$ cat config.mk
export PLATFORM = sky130hd
export DESIGN_NAME = cache_ctrl_flat
export DESIGN_NICKNAME = d
export VERILOG_FILES = /design/src/rtl/cache_ctrl_if.sv /design/src/rtl/cache_ctrl.sv /design/src/flat_wrapper.sv
export SDC_FILE = /design/constraint.sdc
export NUM_CORES = 1
export LEC_CHECK = 0
export CAP_MARGIN = 25
export CORE_MARGIN = 3
export CORE_UTILIZATION = 30
export CTS_BUF_LIST = sky130_fd_sc_hd__clkbuf_4
export DETAILED_ROUTE_END_ITERATION = 10
export GPL_TIMING_DRIVEN = 0
export PLACE_DENSITY = 0.64
export SLEW_MARGIN = 20
export SYNTH_ARGS = -nofsm -noshare
export SYNTH_HDL_FRONTEND = slang
export SYNTH_SLANG_ARGS = --single-unit
$ cat constraint.sdc
create_clock -name clk -period 4.5 [get_ports clk]
set_input_delay 0.9 -clock clk [delete_from_list [all_inputs] [get_ports clk]]
set_output_delay 0.9 -clock clk [all_outputs]
set_load 0.02 [all_outputs]
$ cat src/rtl/cache_ctrl_if.sv
// Bundle of CPU, cache-set and memory signals around the single-set cache controller.
// master = controller side, slave = CPU/set/memory side.
interface cache_ctrl_if;
  logic        cpu_req;
  logic        cpu_we;
  logic [6:0]  cpu_addr;
  logic [15:0] cpu_wdata;
  logic [15:0] cpu_rdata;
  logic        cpu_ready;
  logic        cpu_busy;

  logic        enable;
  logic        comp;
  logic        write;
  logic [1:0]  word;
  logic [4:0]  tag_in;
  logic [15:0] data_in;
  logic        valid_in;
  logic        hit;
  logic        dirty_out;
  logic        valid_out;
  logic        ack;
  logic [4:0]  tag_out;
  logic [15:0] data_out;

  logic        mem_req;
  logic        mem_we;
  logic [6:0]  mem_addr;
  logic [15:0] mem_wdata;
  logic [15:0] mem_rdata;
  logic        mem_ack;

  modport master (
    input  cpu_req, cpu_we, cpu_addr, cpu_wdata,
    output cpu_rdata, cpu_ready, cpu_busy,
    output enable, comp, write, word, tag_in, data_in, valid_in,
    input  hit, dirty_out, valid_out, ack, tag_out, data_out,
    output mem_req, mem_we, mem_addr, mem_wdata,
    input  mem_rdata, mem_ack
  );

  modport slave (
    output cpu_req, cpu_we, cpu_addr, cpu_wdata,
    input  cpu_rdata, cpu_ready, cpu_busy,
    input  enable, comp, write, word, tag_in, data_in, valid_in,
    output hit, dirty_out, valid_out, ack, tag_out, data_out,
    input  mem_req, mem_we, mem_addr, mem_wdata,
    output mem_rdata, mem_ack
  );
endinterface

$ cat src/rtl/cache_ctrl.sv
// Single-set cache controller: compare, dirty write-back, write-allocate refill, retry.
// Optional CACHE_CTRL_STATS_EN adds saturating hit_cnt/miss_cnt outputs.
//
// state  | meaning
// IDLE   | waiting for cpu_req
// CMP    | compare access to the set, waiting for ack
// WB_RD  | direct read of victim word, waiting for ack
// WB_MEM | writing victim word to memory, waiting for mem_ack
// RF_MEM | reading refill word from memory, waiting for mem_ack
// RF_WR  | direct write of refill word into the set, waiting for ack
// GAP    | one idle cycle between transactions, then launch ret_state
// DONE   | cpu_ready pulse
module cache_ctrl (
  input  logic         clk,
  input  logic         rst,
  cache_ctrl_if.master bus
`ifdef CACHE_CTRL_STATS_EN
  ,
  output logic [15:0]  hit_cnt,
  output logic [15:0]  miss_cnt
`endif
);

  typedef enum logic [2:0] {
    IDLE, CMP, WB_RD, WB_MEM, RF_MEM, RF_WR, GAP, DONE
  } state_t;

  state_t      state;
  state_t      ret_state;
  logic        req_we;
  logic [4:0]  req_tag;
  logic [1:0]  req_word;
  logic [15:0] req_wdata;
  logic [1:0]  cnt;
  logic [4:0]  wb_tag;
  logic [15:0] xfer_data;
  logic        retry;
  logic        real_hit;

  assign real_hit = bus.hit && bus.valid_out;

  always_ff @(posedge clk or negedge rst) begin
    if (!rst) begin
      state         <= IDLE;
      ret_state     <= IDLE;
      req_we        <= 1'b0;
      req_tag       <= '0;
      req_word      <= '0;
      req_wdata     <= '0;
      cnt           <= '0;
      wb_tag        <= '0;
      xfer_data     <= '0;
      retry         <= 1'b0;
      bus.cpu_rdata <= '0;
      bus.cpu_ready <= 1'b0;
      bus.cpu_busy  <= 1'b0;
      bus.enable    <= 1'b0;
      bus.comp      <= 1'b0;
      bus.write     <= 1'b0;
      bus.word      <= '0;
      bus.tag_in    <= '0;
      bus.data_in   <= '0;
      bus.valid_in  <= 1'b0;
      bus.mem_req   <= 1'b0;
      bus.mem_we    <= 1'b0;
      bus.mem_addr  <= '0;
      bus.mem_wdata <= '0;
`ifdef CACHE_CTRL_STATS_EN
      hit_cnt       <= '0;
      miss_cnt      <= '0;
`endif
    end else begin
      case (state)
        IDLE: begin
          if (bus.cpu_req) begin
            req_we       <= bus.cpu_we;
            req_tag      <= bus.cpu_addr[6:2];
            req_word     <= bus.cpu_addr[1:0];
            req_wdata    <= bus.cpu_wdata;
            retry        <= 1'b0;
            bus.cpu_busy <= 1'b1;
            // Launch the compare straight away to keep hit latency minimal
            bus.enable   <= 1'b1;
            bus.comp     <= 1'b1;
            bus.write    <= bus.cpu_we;
            bus.word     <= bus.cpu_addr[1:0];
            bus.tag_in   <= bus.cpu_addr[6:2];
            bus.data_in  <= bus.cpu_wdata;
            bus.valid_in <= 1'b0;
            state        <= CMP;
          end
        end

        CMP: begin
          if (bus.ack) begin
            bus.enable <= 1'b0;
            cnt        <= '0;
            state      <= GAP;
            if (real_hit) begin
              if (!req_we) bus.cpu_rdata <= bus.data_out;
              ret_state <= DONE;
            end else if (bus.valid_out && bus.dirty_out) begin
              ret_state <= WB_RD;
            end else begin
              ret_state <= RF_MEM;
            end
`ifdef CACHE_CTRL_STATS_EN
            if (!retry) begin
              if (real_hit) begin
                if (hit_cnt != 16'hFFFF) hit_cnt <= hit_cnt + 16'd1;
              end else begin
                if (miss_cnt != 16'hFFFF) miss_cnt <= miss_cnt + 16'd1;
              end
            end
`endif
          end
        end

        WB_RD: begin
          if (bus.ack) begin
            bus.enable <= 1'b0;
            wb_tag     <= bus.tag_out;
            xfer_data  <= bus.data_out;
            ret_state  <= WB_MEM;
            state      <= GAP;
          end
        end

        WB_MEM: begin
          if (bus.mem_ack) begin
            bus.mem_req <= 1'b0;
            cnt         <= cnt + 2'd1;
            ret_state   <= (cnt == 2'd3) ? RF_MEM : WB_RD;
            state       <= GAP;
          end
        end

        RF_MEM: begin
          if (bus.mem_ack) begin
            bus.mem_req <= 1'b0;
            xfer_data   <= bus.mem_rdata;
            ret_state   <= RF_WR;
            state       <= GAP;
          end
        end

        RF_WR: begin
          if (bus.ack) begin
            bus.enable <= 1'b0;
            cnt        <= cnt + 2'd1;
            if (cnt == 2'd3) begin
              retry     <= 1'b1;
              ret_state <= CMP;
            end else begin
              ret_state <= RF_MEM;
            end
            state <= GAP;
          end
        end

        // Idle cycle lets the set see a falling enable and memory see mem_req drop;
        // the next transaction's outputs are registered here so they appear with the state.
        GAP: begin
          state <= ret_state;
          case (ret_state)
            CMP: begin
              bus.enable   <= 1'b1;
              bus.comp     <= 1'b1;
              bus.write    <= req_we;
              bus.word     <= req_word;
              bus.tag_in   <= req_tag;
              bus.data_in  <= req_wdata;
              bus.valid_in <= 1'b0;
            end
            WB_RD: begin
              bus.enable   <= 1'b1;
              bus.comp     <= 1'b0;
              bus.write    <= 1'b0;
              bus.word     <= cnt;
              bus.valid_in <= 1'b0;
            end
            RF_WR: begin
              bus.enable   <= 1'b1;
              bus.comp     <= 1'b0;
              bus.write    <= 1'b1;
              bus.word     <= cnt;
              bus.tag_in   <= req_tag;
              bus.data_in  <= xfer_data;
              bus.valid_in <= 1'b1;
            end
            WB_MEM: begin
              bus.mem_req   <= 1'b1;
              bus.mem_we    <= 1'b1;
              bus.mem_addr  <= {wb_tag, cnt};
              bus.mem_wdata <= xfer_data;
            end
            RF_MEM: begin
              bus.mem_req  <= 1'b1;
              bus.mem_we   <= 1'b0;
              bus.mem_addr <= {req_tag, cnt};
            end
            DONE: begin
              bus.cpu_ready <= 1'b1;
            end
            default: begin
              state <= IDLE;
            end
          endcase
        end

        DONE: begin
          bus.cpu_ready <= 1'b0;
          bus.cpu_busy  <= 1'b0;
          state         <= IDLE;
        end

        default: begin
          state <= IDLE;
        end
      endcase
    end
  end

endmodule

$ cat src/flat_wrapper.sv
// flat-port wrapper written by rule: the top's interface ports become plain ports
module cache_ctrl_flat 
  (clk, rst, bus_cpu_req, bus_cpu_we, bus_cpu_addr, bus_cpu_wdata, bus_cpu_rdata, bus_cpu_ready, bus_cpu_busy, bus_enable, bus_comp, bus_write, bus_word, bus_tag_in, bus_data_in, bus_valid_in, bus_hit, bus_dirty_out, bus_valid_out, bus_ack, bus_tag_out, bus_data_out, bus_mem_req, bus_mem_we, bus_mem_addr, bus_mem_wdata, bus_mem_rdata, bus_mem_ack);
  cache_ctrl_if bus_i ();
  input  logic clk;
  input  logic rst;
  input wire logic [$bits(bus_i.cpu_req)-1:0] bus_cpu_req;
  input wire logic [$bits(bus_i.cpu_we)-1:0] bus_cpu_we;
  input wire logic [$bits(bus_i.cpu_addr)-1:0] bus_cpu_addr;
  input wire logic [$bits(bus_i.cpu_wdata)-1:0] bus_cpu_wdata;
  output wire logic [$bits(bus_i.cpu_rdata)-1:0] bus_cpu_rdata;
  output wire logic [$bits(bus_i.cpu_ready)-1:0] bus_cpu_ready;
  output wire logic [$bits(bus_i.cpu_busy)-1:0] bus_cpu_busy;
  output wire logic [$bits(bus_i.enable)-1:0] bus_enable;
  output wire logic [$bits(bus_i.comp)-1:0] bus_comp;
  output wire logic [$bits(bus_i.write)-1:0] bus_write;
  output wire logic [$bits(bus_i.word)-1:0] bus_word;
  output wire logic [$bits(bus_i.tag_in)-1:0] bus_tag_in;
  output wire logic [$bits(bus_i.data_in)-1:0] bus_data_in;
  output wire logic [$bits(bus_i.valid_in)-1:0] bus_valid_in;
  input wire logic [$bits(bus_i.hit)-1:0] bus_hit;
  input wire logic [$bits(bus_i.dirty_out)-1:0] bus_dirty_out;
  input wire logic [$bits(bus_i.valid_out)-1:0] bus_valid_out;
  input wire logic [$bits(bus_i.ack)-1:0] bus_ack;
  input wire logic [$bits(bus_i.tag_out)-1:0] bus_tag_out;
  input wire logic [$bits(bus_i.data_out)-1:0] bus_data_out;
  output wire logic [$bits(bus_i.mem_req)-1:0] bus_mem_req;
  output wire logic [$bits(bus_i.mem_we)-1:0] bus_mem_we;
  output wire logic [$bits(bus_i.mem_addr)-1:0] bus_mem_addr;
  output wire logic [$bits(bus_i.mem_wdata)-1:0] bus_mem_wdata;
  input wire logic [$bits(bus_i.mem_rdata)-1:0] bus_mem_rdata;
  input wire logic [$bits(bus_i.mem_ack)-1:0] bus_mem_ack;
  assign bus_i.cpu_req = bus_cpu_req;
  assign bus_i.cpu_we = bus_cpu_we;
  assign bus_i.cpu_addr = bus_cpu_addr;
  assign bus_i.cpu_wdata = bus_cpu_wdata;
  assign bus_cpu_rdata = bus_i.cpu_rdata;
  assign bus_cpu_ready = bus_i.cpu_ready;
  assign bus_cpu_busy = bus_i.cpu_busy;
  assign bus_enable = bus_i.enable;
  assign bus_comp = bus_i.comp;
  assign bus_write = bus_i.write;
  assign bus_word = bus_i.word;
  assign bus_tag_in = bus_i.tag_in;
  assign bus_data_in = bus_i.data_in;
  assign bus_valid_in = bus_i.valid_in;
  assign bus_i.hit = bus_hit;
  assign bus_i.dirty_out = bus_dirty_out;
  assign bus_i.valid_out = bus_valid_out;
  assign bus_i.ack = bus_ack;
  assign bus_i.tag_out = bus_tag_out;
  assign bus_i.data_out = bus_data_out;
  assign bus_mem_req = bus_i.mem_req;
  assign bus_mem_we = bus_i.mem_we;
  assign bus_mem_addr = bus_i.mem_addr;
  assign bus_mem_wdata = bus_i.mem_wdata;
  assign bus_i.mem_rdata = bus_mem_rdata;
  assign bus_i.mem_ack = bus_mem_ack;
  cache_ctrl u_core (.clk(clk), .rst(rst), .bus(bus_i));
endmodule
== After elaboration in Yosys (flattened, before gate mapping) ==
Index checks and enable logic that the tools add are counted.

* Logic and storage cells: 144
* Output and inout port bits: 70
* Register bits: 123

* Eq/ne operators: 30
* Reduce and logical (&&, ||, !) cells: 38
* Bitwise gates (word level): 1
* Multiplexer cells: 51
* $add $sub $neg: 1

{| class="wikitable"
|+ Operator list
! operator !! number
|-
| 16-bit case mux with 2 select lines || 3
|-
| 16-bit 2-to-1 mux || 3
|-
| 3-bit 2-to-1 mux || 13
|-
| 3-bit case mux with 5 select lines || 2
|-
| 3-bit AND reduction || 8
|-
| 3-bit == test, second input constant || 7
|-
| 2-bit inequality test, second input constant || 9
|-
| 1-bit case mux with 2 select lines || 9
|-
| 7-bit case mux with 2 select lines || 1
|-
| 3-bit by 2-bit == test with 1-bit output, second input constant || 4
|-
| 2-bit AND reduction || 6
|-
| 4-bit AND reduction || 3
|-
| 2-bit nonzero test || 6
|-
| 5-bit 2-to-1 mux || 2
|-
| 5-bit case mux with 2 select lines || 1
|-
| 2-bit OR reduction || 5
|-
| 1-bit 2-to-1 mux || 8
|-
| 2-bit 2-to-1 mux || 4
|-
| 2-bit case mux with 2 select lines || 2
|-
| 3-bit by 1-bit == test with 1-bit output, second input constant || 2
|-
| 2-bit by 1-bit inequality test with 1-bit output, second input constant || 3
|-
| 3-bit by 2-bit inequality test with 1-bit output, second input constant || 2
|-
| 1-bit case mux with 3 select lines || 2
|-
| 2-bit case mux with 3 select lines || 1
|-
| other kinds (12) || 15
|}

== Longest topological paths before layout ==
Gate-level depths: netlist of the first run.

* Depth after elaboration: 5
* Depth in mapped cells: 7
* Depth with buffers taken out: 5

== Worst setup path before layout of the first run ==
Ideal clock, no wire load.

* Path type: input -> register
* Start point: input bus_ack
* End point: register u_core.bus.cpu_rdata[10]
* Slack: 2.355 ns
* Path buffers: 2
* Stages: 5
* Library setup time: 0.125 ns
* Arrival: 2.020 ns
* Data required time: 4.375 ns
* Path through: nand2_2 -> or4b_1 -> buf_6 -> buf_12 -> mux2_4

* Cells in the longest elaborated chain, start to end: 1

{| class="wikitable"
|+ RTL lines
! element !! RTL line !! source
|-
| start: declaration || flat_wrapper.sv:24 || <nowiki>input wire logic [$bits(bus_i.ack)-1:0] bus_ack;</nowiki>
|-
| 4-bit AND reduction (no line) || -- ||
|-
| end signal: assignment || cache_ctrl.sv:100 || <nowiki>if (!req_we) bus.cpu_rdata <= bus.data_out;</nowiki>
|-
| end: declaration || cache_ctrl_if.sv:35 || <nowiki>output cpu_rdata, cpu_ready, cpu_busy,</nowiki>
|}

Every way passes these cells.
A chain may end at the register's enable or synchronous reset.

== Final worst setup path of the first run ==
* Start point: register u_core.bus.word[1]
* End point: output bus_word[1]

{| class="wikitable"
|+ RTL lines
! element !! RTL line !! source
|-
| start: declaration || cache_ctrl_if.sv:36 || <nowiki>output enable, comp, write, word, tag_in, data_in, valid_in,</nowiki>
|-
| start signal: assignment || cache_ctrl.sv:86 || <nowiki>bus.word <= bus.cpu_addr[1:0];</nowiki>
|-
| start signal: assignment || cache_ctrl.sv:170 || <nowiki>bus.word <= req_word;</nowiki>
|-
| start signal: assignment || cache_ctrl.sv:179 || <nowiki>bus.word <= cnt;</nowiki>
|-
| end: declaration || flat_wrapper.sv:17 || <nowiki>output wire logic [$bits(bus_i.word)-1:0] bus_word;</nowiki>
|}

No word-level cell between the ends.

==> out/metrics.yaml, run 1 <==
final_layout:
  fillers: 1777
  multi_input_comb_area_sq_um: 2440
  layout-drive-gt1-share: 0.183
  seq_area_sq_um: 3080
  area_delta_synth_final_pct: 33.9
  num-nets-final: 729
floorplanning:
  core-area_sq_um: 18800
  num_rows: 50
  die_area_sq_um: 20900
  fp.dieH_um: 145
  ios: 139
  die_w_um: 145
  start_util: 0.307
setup_path:
  r2r_cells: 7
  cp.required_ps: 3600
  r2r_slack_ps: 2460
  crit_chain: "clkdlybuf4s50_1"
  max_stage_delay_ps: 620
  reg2reg_to: "u_core.bus.data_in[7]"
  cpLargestDelayFamily: "buffers and inverters"
  crit_fanout: 2
  r2r_start: "u_core.state[1]"
  crit_buf_inv: 1
  crit_slowest_cell: "clkdlybuf4s50_1"
  end_kind: "output pin"
  path_class: "reg -> out"
  start_kind: "register"
  cp_data_arrival_time_ps: 1570
detailed_routing:
  wire_per_inst_um: 17.6
  drt_pre_antenna_iters: 5
  ant_nets: 0
  num_vias: 4471
  drt_iter0_markers: 218
  via_per_inst: 4.93
  routed_wl_um: 16000
  drc: 0
power:
  peakVddDrop_mv: 0.211
  p_leak_nw: 3.41
  pwr_density_cell_nw_per_um2: 663
synthesis:
  synth_nets: 571
  postSynthAreaPerCell_sq_um: 11.5
  synth.yosys.seq_area_share: 0.535
  synthXorXnorAreaFrac: 0.00152
  synth-simple-area-share: 0.112
  muxShareOfSynthArea: 0.186
  synth_warnings: 0
  synth_compound_area_frac: 0.123
  yosysUniqueCellTypes: 51
  synthAdderAreaFrac: 0.00217
  synth_cells: 501
  yosysTopAreaCell: "dfrtp_1"
  synth_top_family_by_area: "multiplexers"
  synth_seq_cells: 123
  syn_area_sq_um: 5760
  synth_area_leaders: "dfrtp_1 53%, mux2_2 11%, mux2i_1 5.2%"
  synth_top_area_frac: 0.535
global_routing:
  antenna_found_initial: 1
  grt_overflow: 0
  grt_pass1_wl_um: 25100
  track_usage: 0.156
  grt_pass1_vias: 4695
  grt_max_degree: 73
job:
  cap_viol_max_count: 0
clock_tree:
  cts_num_sinks: 123
  clockBufferDepth: 2
  cts_root_buf: "clkbuf_4"
  clk_pin_slew_ps: 140
  cts_tree: "yes"
  post_cts_resized: 0
  cts_buffers: 17
  h-tree-depth: 4
  hold_buffers: 0
  worstSkewPairLatency_ps: 550
  cts_setup_buffers: 0
timing:
  drv_slew: 0
  slew_headroom: 0.530
  period_needed_ps: 2470
  final.setup.worst_slack_ps: 2030
  hold_violations: 0
  finalSetupViolations: 0
  finClkSkew_ps: 21.9
  setup_tns_ps: 0
  rsz0062_at_grt: "false"
  holdWs_ps: 284
  fmax_mhz: 405
  period_share: 0.549
  worstMarginPinSlew_ps: 702
placement:
  gp_congestion: 0.846
  dp_hpwl_um: 12300
  io_buffers: 138
  post-place-ws_ps: 1490
hold_path:
  hp-class: "in -> async"
status:
  status: "completed"
==> layout by cell type (no fill, tap or decap), types with 12 or more instances in the layout <==
| master | count |
|---|---|
| clkdlybuf4s50_1 | 137 |
| dfrtp_1 | 123 |
| mux2_2 | 55 |
| nand2_1 | 51 |
| nor2_1 | 32 |
| o21ai_0 | 32 |
| mux2i_1 | 30 |
| nand3_1 | 19 |
| a21o_1 | 18 |
| clkbuf_4 | 17 |
| clkbuf_1 | 16 |
| a311oi_1 | 16 |
| a21oi_1 | 14 |
| buf_2 | 12 |
==> registers in the layout (all words and copies together) (netlist names), 2 cells and up <==
signal                flops
u_core.bus.mem_wdata     16
u_core.req_tag            5
u_core.cnt                2
u_core.req_word           2
u_core.xfer_data         16
u_core.bus.cpu_rdata     16
u_core.bus.mem_addr       7
u_core.bus.data_in       16
u_core.ret_state          3
u_core.bus.tag_in         5
u_core.req_wdata         16
u_core.bus.word           2
u_core.state              3
u_core.wb_tag             5
==> cell families (layout without fill, tap and decap cells) <==
logic type | Yosys count | after routing
AOI/OAI and AO/OA | 105 | 105
and+or+nand+nor | 130 | 130
DFF | 123 | 123
muxes | 95 | 95
xor gates and xnor gates | 1 | 1
buffers and inverters | 46 | 217
other | 0 | 1
adders and majority gates | 1 | 1
==> worst max path at each step <==
stage	start	to	slack [ps]	cells past startpoint
after floorplan	bus_ack	u_core.bus.cpu_rdata[10]	2360	5
after global placement	rst	u_core.bus.data_in[11]	-2240	1
after detailed placement	bus_ack	u_core.xfer_data[11]	1490	6
after CTS	u_core.bus.comp	bus_comp	1960	1
after global routing	u_core.bus.mem_wdata[2]	bus_mem_wdata[2]	1940	1
final	u_core.bus.word[1]	bus_word[1]	2030	1
==> synth_stat cells, drive strengths merged <==
| cell | instances |
|---|---|
| mux2 | 65 |
| nand3 | 19 |
| nor4bb | 1 |
| nand3b | 3 |
| ha | 1 |
| o22a | 2 |
| a221o | 1 |
| nor3b | 4 |
| o22ai | 3 |
| a22oi | 1 |
| or4b | 1 |
| buf | 21 |
| a311oi | 16 |
| nor2b | 5 |
| mux2i | 30 |
| and4 | 1 |
| o32a | 1 |
| a21oi | 15 |
| o21a | 3 |
| nand2 | 52 |
| nor2 | 32 |
| o21ba | 1 |
| and3b | 4 |
| a21o | 18 |
| a2bb2oi | 1 |
| and2 | 1 |
| o21ai | 32 |
| nand2b | 4 |
| o211ai | 1 |
| dfrtp | 123 |
| inv | 9 |
| a32oi | 1 |
| nor4b | 1 |
| o41a | 1 |
| a31oi | 2 |
| o221ai | 1 |
| a41oi | 1 |
| xor2 | 1 |
| nor3 | 2 |
| o31ai | 1 |
| a211oi | 3 |
| clkbuf | 16 |
==> metrics by stage <==
stage               utilization  cells  instance area [sq um]  total power, mW
floorplan                     -    501                   5760             3.43
global placement          0.396    873                   7430             4.38
detailed placement        0.397    874                   7460             4.46
CTS                       0.410    906                   7700             5.16
global route              0.411    907                   7700             5.49
finish                    0.411    907                   7700             5.11
==> metal layers <==
layer  track usage  vias to the layer above  part of all wire
li1              -                     2125                 -
met1         0.210                     2189              0.46
met2         0.249                      138              0.46
met3        0.0413                       19             0.057
met4        0.0457                        0             0.015
met5             0                        -                 0
==> power breakdown <==
part / internal (mW) / leakage (nW) / switching (mW)
clock network: 0.226 / 0.125 / 0.468
logic: 1.18 / 1.75 / 1.33
registers: 1.58 / 1.54 / 0.317
==> final cells by class <==
type                            instances  share of cell area
Sequential cell                       123               0.399
Multi-Input combinational cell        332               0.317
Timing Repair Buffer                  139               0.183
Buffer                                 37              0.0265
Tap cell                              234              0.0380
Antenna cell                            1            0.000325
Inverter                                9             0.00438
Clock inverter                         15              0.0151
Clock buffer                           17              0.0166
Note: power is estimated with default switching activity, not from simulation.
==> inputs of run 2 (changes only) <==
--- a/config.mk
+++ b/config.mk
@@ -11,7 +11,7 @@
 export CTS_BUF_LIST = sky130_fd_sc_hd__clkbuf_4
 export DETAILED_ROUTE_END_ITERATION = 10
 export GPL_TIMING_DRIVEN = 0
-export PLACE_DENSITY = 0.64
+export PLACE_DENSITY = 0.66
 export SLEW_MARGIN = 20
 export SYNTH_ARGS = -nofsm -noshare
 export SYNTH_HDL_FRONTEND = slang
==> constraint.sdc (replaced) <==
create_clock -name clk -period 2.1 [get_ports clk]
set_input_delay 0.42 -clock clk [delete_from_list [all_inputs] [get_ports clk]]
set_output_delay 0.42 -clock clk [all_outputs]
set_load 0.02 [all_outputs]
==> run 2 against run 1 <==
Clock-buffer cell count grew 3. Setup slack lost 1900 ps. Register-to-register slack lost 2300 ps. Largest cell class unchanged. Sequential cell count is the same. Power grew 120%. Utilization grew 0.77 points. Sequential power grew 110%. Die area is the same. Clock power grew to 2.9 times the previous value.
==> out/metrics.yaml, run 2 (synthesis results as in run 1) <==
timing:
  holdWs_ps: 390
  hold_violations: 0
  fmax_mhz: 500
  drv_slew: 0
  finalSetupViolations: 0
  period_needed_ps: 2000
  slew_headroom: 0.537
  period_share: 0.953
  finClkSkew_ps: 17.4
  worstMarginPinSlew_ps: 692
  rsz0062_at_grt: "false"
setup_path:
  path_class: "reg -> out"
  crit_fanout: 2
  start_kind: "register"
  crit_buf_inv: 1
  cp_data_arrival_time_ps: 1580
  max_stage_delay_ps: 620
  crit_chain: "clkdlybuf4s50_1"
  end_kind: "output pin"
  crit_slowest_cell: "clkdlybuf4s50_1"
  cpLargestDelayFamily: "buffers and inverters"
  cp.required_ps: 1680
placement:
  dp.cells: 874
  placed_area_sq_um: 7460
  dp_hpwl_um: 11700
  gp_congestion: 0.841
  io_buffers: 138
power:
  pwr_density_cell_nw_per_um2: 1460
  power_mw: 11.5
  p_leak_nw: 3.51
  peakVddDrop_mv: 0.437
clock_tree:
  worstSkewPairLatency_ps: 550
  cts_num_sinks: 123
  cts_buffers: 17
  clockBufferDepth: 2
  cts_tree: "yes"
  cts_root_buf: "clkbuf_4"
  clk_pin_slew_ps: 110
  h-tree-depth: 4
final_layout:
  layout-drive-gt1-share: 0.192
  final_cells: 911
  final_common_cell: "clkdlybuf4s50_1"
  seq_area_sq_um: 3080
  final_cell_mix: "137 x clkdlybuf4s50_1, 123 x dfrtp_1, 55 x mux2_2"
  final_area_sq_um: 7850
  fin_util: 0.418
  area_delta_synth_final_pct: 36.4
  num-nets-final: 733
  fillers: 1815
  multi_input_comb_area_sq_um: 2440
floorplanning:
  ios: 139
  num_rows: 50
  core-area_sq_um: 18800
  die_w_um: 145
  start_util: 0.307
  fp.dieH_um: 145
  die_area_sq_um: 20900
global_routing:
  grt_max_degree: 65
  grt_overflow: 0
  antenna_found_initial: 1
  track_usage: 0.152
  grt_pass1_vias: 4465
  grt_pass1_wl_um: 24200
status:
  status: "completed"
hold_path:
  hp-class: "in -> async"
detailed_routing:
  drc: 0
  drt_iter0_markers: 183
  drt_pre_antenna_iters: 5
  wire_per_inst_um: 17.0
  ant_nets: 0
  routed_wl_um: 15500
  num_vias: 4439
  via_per_inst: 4.87
job:
  cap_viol_max_count: 0
-- run 2: cell types whose count changed in the layout (fill, tap and decap cells not counted), moves of 3 or more --
cell,change
buf_4,+3
clkinvlp_4,-4
bufinv_16,+5
clkbuf_1,-4
clkbuf_4,+4
inv_6,-3
clkbuf_2,+4
-- run 2: worst paths after layout --
check                      cells after the start                    from  slack, ps                  endpoint
min in group clk                               2          bus_tag_out[1]        490          u_core.wb_tag[1]
min                                            2                     rst        390    u_core.bus.data_in[12]
max                                            1         u_core.bus.comp        100                  bus_comp
min reg2reg                                    1  u_core.bus.data_in[11]        490    u_core.bus.data_in[11]
max in group asynchronous                      3                     rst       1030        u_core.bus.word[1]
max reg2reg                                    5         u_core.state[1]        160  u_core.bus.mem_wdata[11]
-- run 2: where the power goes --
| part | leakage, nW | switching [mW] | internal (mW) |
|---|---|---|---|
| combinational | 1.79 | 2.83 | 2.57 |
| clock | 0.189 | 0.925 | 1.10 |
| sequential | 1.54 | 0.653 | 3.39 |
| total | 3.51 | 4.41 | 7.06 |
-- run 2: per-layer routing --
metal,track usage,wire length [um],vias up
met3,0.0479,926,21
met1,0.210,7370,2164
li1,-,-,2125
met2,0.225,6930,129
met4,0.0520,298,0
met5,0,0,-
-- run 2: area by class of cell --
class,instances,area share
clock inverters,12,0.0249
inverters,9,0.00430
multi-input cells,332,0.311
flip-flops and latches,123,0.392
well taps,234,0.0373
clock buffers,20,0.0191
diodes,1,0.000319
repair buffers,143,0.184
plain buffers,37,0.0269
-- run 2: stage by stage --
| step | setup WS [ps] | setup TNS (ps) |
|---|---|---|
| floorplan | 362 | 0 |
| global placement | -4420 | -562220 |
| detailed placement | -399 | -20390 |
| CTS | 29.0 | 0 |
| global route | 1.32 | 0 |
| finish | 98.6 | 0 |
-- run 2: timing repair --
item / in CTS / in global routing
setup buffers: 0 / 3
resized for setup: 0 / 9
hold endpoints to repair: 59 / 0
hold buffers: 1 / 0
endpoints found under the setup margin: 0 / 29
